**src/rtl/eros_obi_demux_ot.sv**
```systemverilog
// 1-to-N OBI demux with in-order outstanding tracking; optional error responder via EROS_DEMUX_ERR_RESP_EN.
// Latency: request/grant path 0 cycles; responses pass through combinationally from the selected slave.
// Backpressure: gnt follows the target slave; switching targets stalls until all outstanding responses return.

package cf_math_pkg;
    function automatic int unsigned idx_width(input int unsigned num_idx);
        return (num_idx > 1) ? $clog2(num_idx) : 1;
    endfunction
endpackage

package addr_map_rule_pkg;
    typedef struct packed {
        logic [31:0] idx;
        logic [63:0] start_addr;
        logic [63:0] end_addr;
    } addr_map_rule_t;
endpackage

module eros_obi_demux_ot #(
    parameter int unsigned XBAR_NSLAVE     = 2,
    parameter int unsigned NUM_RULES       = XBAR_NSLAVE,
    parameter int unsigned ADDR_WIDTH      = 32,
    parameter int unsigned DATA_WIDTH      = 32,
    parameter int unsigned MAX_OUTSTANDING = 4,
    parameter logic [31:0] ERR_RDATA       = 32'hBADCAB1E,
    localparam int unsigned IdxWidth       = cf_math_pkg::idx_width(XBAR_NSLAVE),
    localparam int unsigned CntWidth       = $clog2(MAX_OUTSTANDING + 1)
) (
    input  logic                                          clk_i,
    input  logic                                          rst_i,
    input  addr_map_rule_pkg::addr_map_rule_t [NUM_RULES-1:0] addr_map_i,
    input  logic [IdxWidth-1:0]                           default_idx_i,
    input  logic                                          master_req_i,
    input  logic                                          master_we_i,
    input  logic [DATA_WIDTH/8-1:0]                       master_be_i,
    input  logic [ADDR_WIDTH-1:0]                         master_addr_i,
    input  logic [DATA_WIDTH-1:0]                         master_wdata_i,
    output logic                                          master_gnt_o,
    output logic                                          master_rvalid_o,
    output logic [DATA_WIDTH-1:0]                         master_rdata_o,
    output logic                                          master_err_o,
    output logic [XBAR_NSLAVE-1:0]                        slave_req_o,
    output logic [XBAR_NSLAVE-1:0]                        slave_we_o,
    output logic [XBAR_NSLAVE-1:0][DATA_WIDTH/8-1:0]      slave_be_o,
    output logic [XBAR_NSLAVE-1:0][ADDR_WIDTH-1:0]        slave_addr_o,
    output logic [XBAR_NSLAVE-1:0][DATA_WIDTH-1:0]        slave_wdata_o,
    input  logic [XBAR_NSLAVE-1:0]                        slave_gnt_i,
    input  logic [XBAR_NSLAVE-1:0]                        slave_rvalid_i,
    input  logic [XBAR_NSLAVE-1:0][DATA_WIDTH-1:0]        slave_rdata_i,
    output logic [CntWidth-1:0]                           outstanding_o,
    output logic                                          stray_rsp_o
);

`ifdef EROS_DEMUX_ERR_RESP_EN
    localparam int unsigned TgtWidth = cf_math_pkg::idx_width(XBAR_NSLAVE + 1);
    localparam logic [TgtWidth-1:0] ErrTgt = TgtWidth'(XBAR_NSLAVE);
    localparam logic [DATA_WIDTH-1:0] ErrRdata = DATA_WIDTH'(ERR_RDATA);
    logic unused_default_idx;
    assign unused_default_idx = ^default_idx_i;
`else
    localparam int unsigned TgtWidth = IdxWidth;
`endif

    logic [CntWidth-1:0] cnt;
    logic [TgtWidth-1:0] sel_q;
    logic [TgtWidth-1:0] tgt;
    logic [IdxWidth-1:0] dec_idx;
    logic                hit;
    logic                fwd;
    logic                tgt_gnt;
    logic                sel_rvalid;
    logic                sel_err;
    logic [DATA_WIDTH-1:0] sel_rdata;
    logic                other_rvalid;
    logic                rsp;

    // Walk rules from the top so the lowest-numbered match wins.
    always_comb begin
        hit     = 1'b0;
        dec_idx = '0;
        for (int r = NUM_RULES - 1; r >= 0; r--) begin
            if (64'(master_addr_i) >= addr_map_i[r].start_addr &&
                64'(master_addr_i) <  addr_map_i[r].end_addr &&
                addr_map_i[r].idx  <  32'(XBAR_NSLAVE)) begin
                hit     = 1'b1;
                dec_idx = addr_map_i[r].idx[IdxWidth-1:0];
            end
        end
    end

`ifdef EROS_DEMUX_ERR_RESP_EN
    assign tgt = hit ? TgtWidth'(dec_idx) : ErrTgt;
`else
    assign tgt = hit ? dec_idx : default_idx_i;
`endif

    assign fwd = master_req_i && (cnt == '0 || tgt == sel_q) &&
                 (cnt < CntWidth'(MAX_OUTSTANDING));

    always_comb begin
        slave_req_o  = '0;
        tgt_gnt      = 1'b0;
        sel_rvalid   = 1'b0;
        sel_err      = 1'b0;
        sel_rdata    = '0;
        other_rvalid = 1'b0;
        for (int s = 0; s < XBAR_NSLAVE; s++) begin
            if (tgt == TgtWidth'(s)) begin
                slave_req_o[s] = fwd;
                tgt_gnt        = slave_gnt_i[s];
            end
            if (sel_q == TgtWidth'(s)) begin
                sel_rvalid = slave_rvalid_i[s];
                sel_rdata  = slave_rdata_i[s];
            end else if (slave_rvalid_i[s]) begin
                other_rvalid = 1'b1;
            end
        end
`ifdef EROS_DEMUX_ERR_RESP_EN
        // The error slave always grants and answers one transaction per cycle.
        if (tgt == ErrTgt) tgt_gnt = 1'b1;
        if (sel_q == ErrTgt) begin
            sel_rvalid = 1'b1;
            sel_err    = 1'b1;
            sel_rdata  = ErrRdata;
        end
`endif
    end

    assign rsp             = (cnt != '0) && sel_rvalid;
    assign master_gnt_o    = fwd && tgt_gnt;
    assign master_rvalid_o = rsp;
    assign master_rdata_o  = rsp ? sel_rdata : '0;
    assign master_err_o    = rsp && sel_err;
    assign stray_rsp_o     = other_rvalid || (cnt == '0 && (|slave_rvalid_i));
    assign outstanding_o   = cnt;

    assign slave_we_o    = {XBAR_NSLAVE{master_we_i}};
    assign slave_be_o    = {XBAR_NSLAVE{master_be_i}};
    assign slave_addr_o  = {XBAR_NSLAVE{master_addr_i}};
    assign slave_wdata_o = {XBAR_NSLAVE{master_wdata_i}};

    always_ff @(posedge clk_i) begin
        if (rst_i) begin
            cnt   <= '0;
            sel_q <= '0;
        end else begin
            if (master_gnt_o) sel_q <= tgt;
            cnt <= cnt + CntWidth'(master_gnt_o) - CntWidth'(rsp);
        end
    end

endmodule

```
**config.mk**
```make
export PLATFORM = sky130hd
export DESIGN_NAME = eros_obi_demux_ot
export DESIGN_NICKNAME = d
export VERILOG_FILES = /design/src/rtl/eros_obi_demux_ot.sv
export SDC_FILE = /design/constraint.sdc
export NUM_CORES = 1
export LEC_CHECK = 0
export CAP_MARGIN = 10
export CORE_AREA = 2 2 246 248
export DETAILED_ROUTE_END_ITERATION = 12
export DIE_AREA = 0 0 248 250
export SYNTH_ARGS = -nofsm -noshare
export SYNTH_HDL_FRONTEND = slang
export SYNTH_SLANG_ARGS = --single-unit
```
**constraint.sdc**
```tcl
create_clock -name clk_i -period 12.5 [get_ports clk_i]
set_input_delay 3.75 -clock clk_i [delete_from_list [all_inputs] [get_ports clk_i]]
set_output_delay 3.75 -clock clk_i [all_outputs]
set_load 0.01 [all_outputs]
```
Yosys cells after proc, flatten, opt, wreduce, memory -nomap -nowiden --
Cells that the tools add are included.
Storage, ports and cells: bits in registers 4, latch bits 0, bits in writable memories 0, bits in read-only memories 0, bits of input ports 461, output and inout bits 179, word-level logic and storage cells 41, memories 0
Operators by class: $add $sub $neg 2, multiply operators 0, divide/modulo/power cells 0, magnitude comparators 7, equality and inequality tests 1, shifts and indexed selects 0, mux-type cells 15, bitwise gates (word level) 0, reductions and logical operators 14
Operators with widths (number):
- $ge 32x64->1 | 2
- $lt 32x64->1 | 2
- $lt 32x2->1 const B | 2
- $mux 32 | 2
- $mux 1 | 13
- $logic_and 1x1->1 | 9
- $add 3x1->3 | 1
- $logic_not 3->1 | 1
- $lt 3x3->1 const B | 1
- $reduce_bool 3->1 | 1
- $sub 3x1->3 | 1
- $logic_or 1x1->1 | 2
- $reduce_or 2->1 | 1
- $eq 1x1->1 | 1

Longest topological paths before layout --
Gate-level depths: netlist (run 1).
word-level depth 13, gate-level depth with buffers 16, depth with buffers taken out 16

Worst setup path before layout (run 1) --
No wires, ideal clock.
path kind input-to-output, start point input addr_map_i[179] (netlist name), end point output master_gnt_o, arrival time 5909 ps, data required time 8750 ps, setup slack 2841 ps, cell stages on the path 10, path through inv_1 -> ha_1 -> a21oi_1 -> o21ai_0 -> a221o_1 -> a221oi_2 -> o221ai_2 -> mux2_4 -> o21a_1 -> o31ai_1
On the way: cells in the longest elaborated chain, start to end 11, elaborated cells between the ends (all ways) 14, those cells by class 1 x order compare; 1 x eq/ne; 6 x mux; 6 x reduce/logical
Ends and longest elaborated chain:
- start, declared | line 31 | input addr_map_rule_pkg::addr_map_rule_t [NUM_RULES-1:0] addr_map_i,
- $lt 32x64->1 * | line 83 | 64'(master_addr_i) < addr_map_i[r].end_addr &&
- $logic_and 1x1->1 * | line 82 | if (64'(master_addr_i) >= addr_map_i[r].start_addr &&
- $logic_and 1x1->1 * | line 83
- $mux 1 (2 in a row) | line 82
- $mux 1 * | line 94 | assign tgt = hit ? dec_idx : default_idx_i;
- $eq 1x1->1 | line 97 | assign fwd = master_req_i && (cnt == '0 || tgt == sel_q) &&
- $logic_or 1x1->1 | line 97
- $logic_and 1x1->1 (2 in a row) | line 97
- $logic_and 1x1->1 * | line 131 | assign master_gnt_o = fwd && tgt_gnt;
- end, declared | line 38 | output logic master_gnt_o,
Every way passes the cells marked *; elsewhere a longest branch is shown, timed or not.

Final worst setup path (run 1) --
start point input master_addr_i[31], end point output master_gnt_o
On the way: cells in the longest elaborated chain, start to end 11, elaborated cells between the ends (all ways) 19, those cells by class 4 x order compare; 1 x eq/ne; 6 x mux; 8 x reduce/logical
Ends and longest elaborated chain:
- start, declared | line 36 | input logic [ADDR_WIDTH-1:0] master_addr_i,
- $ge 32x64->1 / $lt 32x64->1 (equally long branches) | line 82, 83
- $logic_and 1x1->1 | line 82
- $logic_and 1x1->1 | line 83
- $mux 1 (2 in a row) | line 82
- $mux 1 * | line 94
- $eq 1x1->1 | line 97
- $logic_or 1x1->1 | line 97
- $logic_and 1x1->1 (2 in a row) | line 97
- $logic_and 1x1->1 * | line 131
Marked as above.

==> qor.csv, run 1 <==
stage;metric;value;unit
worst_setup_path;crit_path_start_kind;input port;
pwr;pwr-share-comb;0.856;
sta;hold_viol_final;0;
yosys;async_flop_share;0;
drt;ant_nets;0;
yosys;yosys-top-cells-area;ha_1 30%, buf_4 19%, inv_1 9.1%;
yosys;synth_edf_count;0;
global_route;grt_pass1_wl;45790;um
pwr;leakagePower;0.004483;uW
clock_network;htree_num_levels;1;
sta;setup_violations;0;
yosys;syn_nets;1344;
die;initial_core_util;0.09105;
yosys;ys.flop_type;dfxtp_1;
drt;drc;0;
die;io_pins;640;
placement;dpl.hpwl;32650;um
yosys;synth_cell_types;54;
layout;layout-drive-gt1-share;0.01747;
global_route;antenna_found_initial;4;
worst_setup_path;cp.arrival;8.27;ns
clock_network;cts_hold_buf;0;
clock_network;ctsResizeCount;0;
yosys;synth_top_cell_by_area;ha_1;
worst_setup_path;reg2reg_from;outstanding_o[1];
layout;syn_to_final_growth;98.29;%
worst_setup_path;worst-path-max-fanout;6;
yosys;synth.top_cell.area_share;0.2953;
pwr;pwr-share-clk;0.094;
sta;clock.fmax;83.23;MHz
layout;utilization;0.1806;
pwr;peakVddDrop;0.04577;mV
pwr;p_sw;202.2;uW
clock_network;clock_path_buffers;2;
worst_setup_path;crit_chain;clkdlybuf4s50_1, ha_1, nand4_1, nor4_1, a22oi_1, o211ai_1, o221ai_2, mux2_4, o21a_1, o31ai_1, clkdlybuf4s50_1;
worst_setup_path;crit_path_end;master_gnt_o;
clock_network;cts_setup_buffers;0;
yosys;yosys_warnings;0;
worst_setup_path;r2r_slack;9.20;ns
clock_network;root_buffer;clkbuf_16;
worst_setup_path;worst_setup_path_end_kind;primary output;
die;die_x;248;um
worst_hold_path;hold_start;outstanding_o[1];
global_route;grt_max_degree;37;
clock_network;clock_sinks;4;
layout;layout.cells.most_common_list;527 x clkdlybuf4s50_1, 131 x inv_1, 128 x ha_1;
worst_setup_path;r2r-end;outstanding_o[2];
clock_network;clkTransAtPathRegs;0.03;ns
yosys;synthesis.area;5424;um2
global_route;first_global_vias;7028;
clock_network;clk-insertion-delay-late;0.22;ns
sta;clock-skew-final;0.0002327;ns
worst_hold_path;hp-class;reg2reg;
die;dieArea;62000;um2
sta;fin_setup_tns;0;ns
yosys;syn-instance-count;754;
pwr;sw_frac_of_total;0.3864;
drt;num_vias;6812;
sta;rsz0062_at_grt;false;
pwr;intPower;321.1;uW
clock_network;cts_tree;done;
placement;numPortBuffers;527;
pwr;pwr-share-seq;0.050;
global_route;gr-total-overflow;0;
drt;finalWirelength;35200;um
sta;timing_worst_slew_pin_value;1.220;ns
drt;wl_per_cell;18.22;um
clock_network;numCtsBuffers;3;
sta;max-slew-margin-rel;0.1791;
worst_setup_path;worst-r2r-cell-count;11;
layout;fillers;6685;
drt;drt_pre_antenna_iters;4;
sta;drv_slew;0;
yosys;ys_ff_latch;4;
drt;first_iter_violations;166;
placement;routabilityCongestion;0.8242;
die;core;59570;um2
layout;fin_nets;1737;
placement;placedCellCount;1924;
global_route;grt_use_total;0.1034;
sta;hold-worst-slack;0.6541;ns
worst_setup_path;cp_data_required_time;8.75;ns
layout;final_common_cell;clkdlybuf4s50_1;
pwr;power_density;48.66;nW/um2
die;std_cell_rows;90;
sta;timing.final.crit_share;0.9612;
worst_setup_path;cp-startpoint;master_addr_i[31];
worst_setup_path;crit_top_cell;clkdlybuf4s50_1;
outcome;outcome;finished clean;
placement;place_ws;0.2840;ns
flow_run;cap_violations;0;
sta;fin_ws;0.4847;ns
worst_setup_path;critical_path_class;in2out;
worst_setup_path;max_stage_delay;1.06;ns
sta;period_minus_slack;12.02;ns
layout;final_cells;1932;
die;fp.dieH;250;um
yosys;seq_area_frac_synth;0.01476;
yosys;syn_area_per_cell;7.194;um2
drt;vias_per_cell;3.526;
worst_setup_path;slowest_stage;nor4_1;
## layer usage
metal	wire (um)	global-route usage
met5	10	0
met4	643	0.01848
met3	3623	0.03011
met2	18850	0.2111
met1	12070	0.1005
## sequential cells by signal, summed over array words and instances, names as in the netlist
name / count
sel_q: 1
outstanding_o: 3
## kinds of logic after synthesis
family                     after synthesis  synth area share
buffers and inverters                  277            0.2879
and+or+nand+nor                        195            0.1912
adders and majority gates              129            0.2990
AOI/OAI and AO/OA                      111            0.1375
muxes                                   35           0.06574
DFF                                      4           0.01476
xor gates and xnor gates                 2          0.003230
other                                    1         0.0006914
## worst min-delay path by stage
stage,endpoint,slack [ns],cells past startpoint
after floorplan,outstanding_o[2],0.61,2
after global placement,outstanding_o[2],0.65,2
after detailed placement,outstanding_o[2],0.67,2
after CTS,outstanding_o[2],0.68,2
after global routing,outstanding_o[2],0.74,2
final,outstanding_o[2],0.65,2
## final cells by class
cell class	count	area [um2]	share of cell area
antenna	5	12.51	0.001163
clock buffer	3	75.07	0.006980
inverter	131	491.7	0.04572
multi-input combinational	473	3789	0.3523
sequential	4	81.33	0.007562
tap	782	978.4	0.09097
timing repair buffer	534	5328	0.4953
## critical path: cells and delay by family
family / cells / cell delay [ns]
AO/OA/AOI/OAI: 5 / 1.31
buffers and inverters: 2 / 1.22
AND/OR/NAND/NOR: 2 / 1.22
adder cells (fa/ha/maj): 1 / 0.40
multiplexers: 1 / 0.36
## cell usage after synthesis (all sizes together) (7+ instances only)
cell and instances:
buf 143, inv 131, ha 128, nor4 51, nor2 49, a21oi 41, mux2i 33, nand4 29
nand2 27, a21o 16, nand3 11, o21ai 11, o21a 7
## metrics by stage
stage | power, uW | area [um2]
after global placement | 476.1 | 10660
after global routing | 570.1 | 10750
final | 523.3 | 10760
after detailed placement | 482.0 | 10670
after floorplan | 227.5 | 5424
after CTS | 534.6 | 10740
## power groups by stage
stage               sequential, uW  clock (uW)  combinational (uW)
floorplan                     23.9           0                 204
global route                  28.0        50.8                 491
finish                        26.2        49.0                 448
global placement              26.5           0                 450
CTS                           26.9        49.6                 458
detailed placement            27.1           0                 455
Note: power is estimated with default switching activity, not from simulation.
==> inputs of run 2 (changes only) <==
SKIP_CTS_REPAIR_TIMING = 1   (was not set)
==> results of run 2 <==
The final DEF is identical to that of run 1; final timing and power are the same.
==> inputs of run 3 (changes only) <==
clock period = 14.4 ns   (was 12.5 ns; I/O delays follow)
==> run 3 against run 2 <==
Net effect: power fell by 12%; sequential share of layout area about the same; clock skew barely moved; wire length increased by 4.0%; sequential power fell by 13%; critical path depth increased by 1.
==> qor.csv, run 3 (synthesized netlist as in run 1, its figures left out) <==
stage;metric;value;unit;change
outcome;outcome;finished clean;;unchanged
drt;vias_per_cell;3.548;;was 3.526
die;core;59570;um2;unchanged
placement;numPortBuffers;527;;unchanged
clock_network;clkTransAtPathRegs;0.03;ns;about the same
sta;timing.final.crit_share;0.9193;;
clock_network;clock_sinks;4;;unchanged
worst_setup_path;worstPathBufferInverterCount;3;;was 2
drt;wl_per_cell;18.97;um;was 18.22 um
pwr;pwr-share-clk;0.094;;about the same
worst_hold_path;hp-class;reg2reg;;unchanged
worst_setup_path;crit_path_start_kind;input port;;unchanged
placement;routabilityCongestion;0.7975;;was 0.8242
sta;period_minus_slack;13.24;ns;
die;die_x;248;um;unchanged
pwr;sw_frac_of_total;0.3906;;was 0.3864
drt;num_vias;6845;;was 6,812
clock_network;root_buffer;clkbuf_16;;unchanged
pwr;pwr-share-seq;0.050;;about the same
worst_setup_path;max_stage_delay;0.82;ns;was 1.06 ns
layout;final_cell_area;10740;um2;was 10,760 um2
worst_setup_path;critical_path_class;in2out;;unchanged
pwr;pwr-share-comb;0.856;;about the same
worst_setup_path;worst-path-max-fanout;6;;unchanged
sta;clock.fmax;75.54;MHz;
placement;post_dp_cell_area;10660;um2;was 10,670 um2
sta;setup_violations;0;;unchanged
worst_setup_path;worst_setup_path_end_kind;primary output;;unchanged
pwr;p_sw;178.9;uW;was 202.2 uW
drt;drc;0;;unchanged
pwr;intPower;279.0;uW;was 321.1 uW
pwr;power_density;42.63;nW/um2;was 48.66 nW/um2
clock_network;clk-insertion-delay-late;0.22;ns;about the same
die;std_cell_rows;90;;unchanged
clock_network;htree_num_levels;1;;unchanged
sta;rsz0062_at_grt;false;;unchanged
sta;timing_worst_slew_pin_value;1.181;ns;was 1.220 ns
layout;layout-drive-gt1-share;0.01661;;was 0.01747
layout;final_common_cell;clkdlybuf4s50_1;;unchanged
worst_setup_path;crit_family;buffers and inverters;;was compound AO/OA/AOI/OAI gates
global_route;gr-total-overflow;0;;unchanged
clock_network;clock_path_buffers;2;;unchanged
global_route;antenna_found_initial;6;;was 4
layout;fin_nets;1736;;was 1,737
sta;fin_setup_tns;0;ns;unchanged
global_route;grt_use_total;0.1089;;was 0.1034
flow_run;cap_violations;0;;unchanged
die;io_pins;640;;unchanged
worst_setup_path;cp.arrival;8.92;ns;was 8.27 ns
drt;drt_pre_antenna_iters;4;;unchanged
drt;finalWirelength;36600;um;was 35,200 um
global_route;first_global_vias;7220;;was 7,028
global_route;grt_pass1_wl;48020;um;was 45,790 um
layout;layout.cells.most_common_list;527 x clkdlybuf4s50_1, 131 x inv_1, 128 x ha_1;;unchanged
sta;drv_slew;0;;unchanged
sta;hold_viol_final;0;;unchanged
worst_setup_path;crit_top_cell;clkdlybuf4s50_1;;unchanged
global_route;grt_max_degree;37;;unchanged
sta;clock-skew-final;0.0001561;ns;was 0.0002327 ns
die;dieArea;62000;um2;unchanged
sta;max-slew-margin-rel;0.2110;;was 0.1791
worst_setup_path;slowest_stage;nor4_1;;unchanged
clock_network;cts_tree;done;;unchanged
layout;syn_to_final_growth;98.06;%;was 98.29%
die;fp.dieH;250;um;unchanged
worst_setup_path;crit_chain;clkdlybuf4s50_1, ha_1, nand4_1, nor4_1, buf_4, nand2_1, o22ai_1, o221ai_2, mux2_4, o21a_1, o31ai_1, clkdlybuf4s50_1;;was clkdlybuf4s50_1, ha_1, nand4_1, nor4_1, a22oi_1, o211ai_1, o221ai_2, mux2_4, o21a_1, o31ai_1, clkdlybuf4s50_1
pwr;leakagePower;0.004479;uW;was 0.004483 uW
pwr;peakVddDrop;0.04294;mV;was 0.04577 mV
drt;ant_nets;0;;unchanged
die;initial_core_util;0.09105;;unchanged
clock_network;numCtsBuffers;3;;unchanged
placement;dpl.hpwl;34100;um;was 32,650 um
layout;largest_reg_flops;3;;unchanged
drt;first_iter_violations;175;;was 166
worst_setup_path;cp_data_required_time;10.08;ns;was 8.75 ns
==> run 3: changes by cell type in the layout (fill, tap and decap cells not counted), sizes merged <==
| cell | change |
|---|---|
| diode | -2 |
| buf | -1 |
==> run 3: path summary, 6_finish.rpt <==
check,start,to,slack (ns),cells past startpoint
setup / recovery,master_addr_i[31],master_gnt_o,1.16,12
hold / removal,outstanding_o[1],outstanding_o[2],0.66,2
setup reg to reg,outstanding_o[1],outstanding_o[2],11.05,11
hold reg to reg,outstanding_o[1],outstanding_o[2],0.66,2
==> run 3: cell type report <==
type | instances | area (um2)
Inverter | 131 | 491.7
Antenna cell | 3 | 7.507
Clock buffer | 3 | 75.07
Timing Repair Buffer | 533 | 5320
Multi-Input combinational cell | 473 | 3789
Fill cell | 6646 | 48830
Sequential cell | 4 | 81.33
Tap cell | 782 | 978.4
==> run 3: worst min-delay path: stages, from the launching register on <==
cell and delay, ns:
dfxtp_1 0.39, xnor2_1 0.19, nor2_1 0.03
==> run 3: power groups by stage <==
stage               registers (uW)  logic, uW  clock network, uW
finish                        22.7        392               43.2
global route                  23.8        429               44.8
CTS                           23.0        398               43.6
detailed placement            23.3        396                  0
global placement              22.9        392                  0
floorplan                     20.7        177                  0
==> run 3: per-layer routing <==
metal | track usage | vias up | wire length, um
li1 | - | 3302 | -
met5 | 0 | - | 0
met2 | 0.2182 | 475 | 19220
met4 | 0.03062 | 0 | 1169
met1 | 0.1040 | 3027 | 12200
met3 | 0.03355 | 41 | 4006
==> run 3: through the flow <==
step / util / setup WS (ns) / instances / hold slack [ns] / total power (uW)
after detailed placement: 0.1790 / 0.8702 / 1923 / 0.6600 / 419.1
after CTS: 0.1802 / 0.8539 / 1926 / 0.6631 / 464.8
after global routing: 0.1803 / 0.8225 / 1928 / 0.7143 / 497.2
after floorplan: - / 3.601 / 754 / 0.6074 / 197.5
final: 0.1803 / 1.162 / 1929 / 0.6593 / 457.9
after global placement: 0.1787 / 0.8200 / 1921 / 0.6502 / 414.9
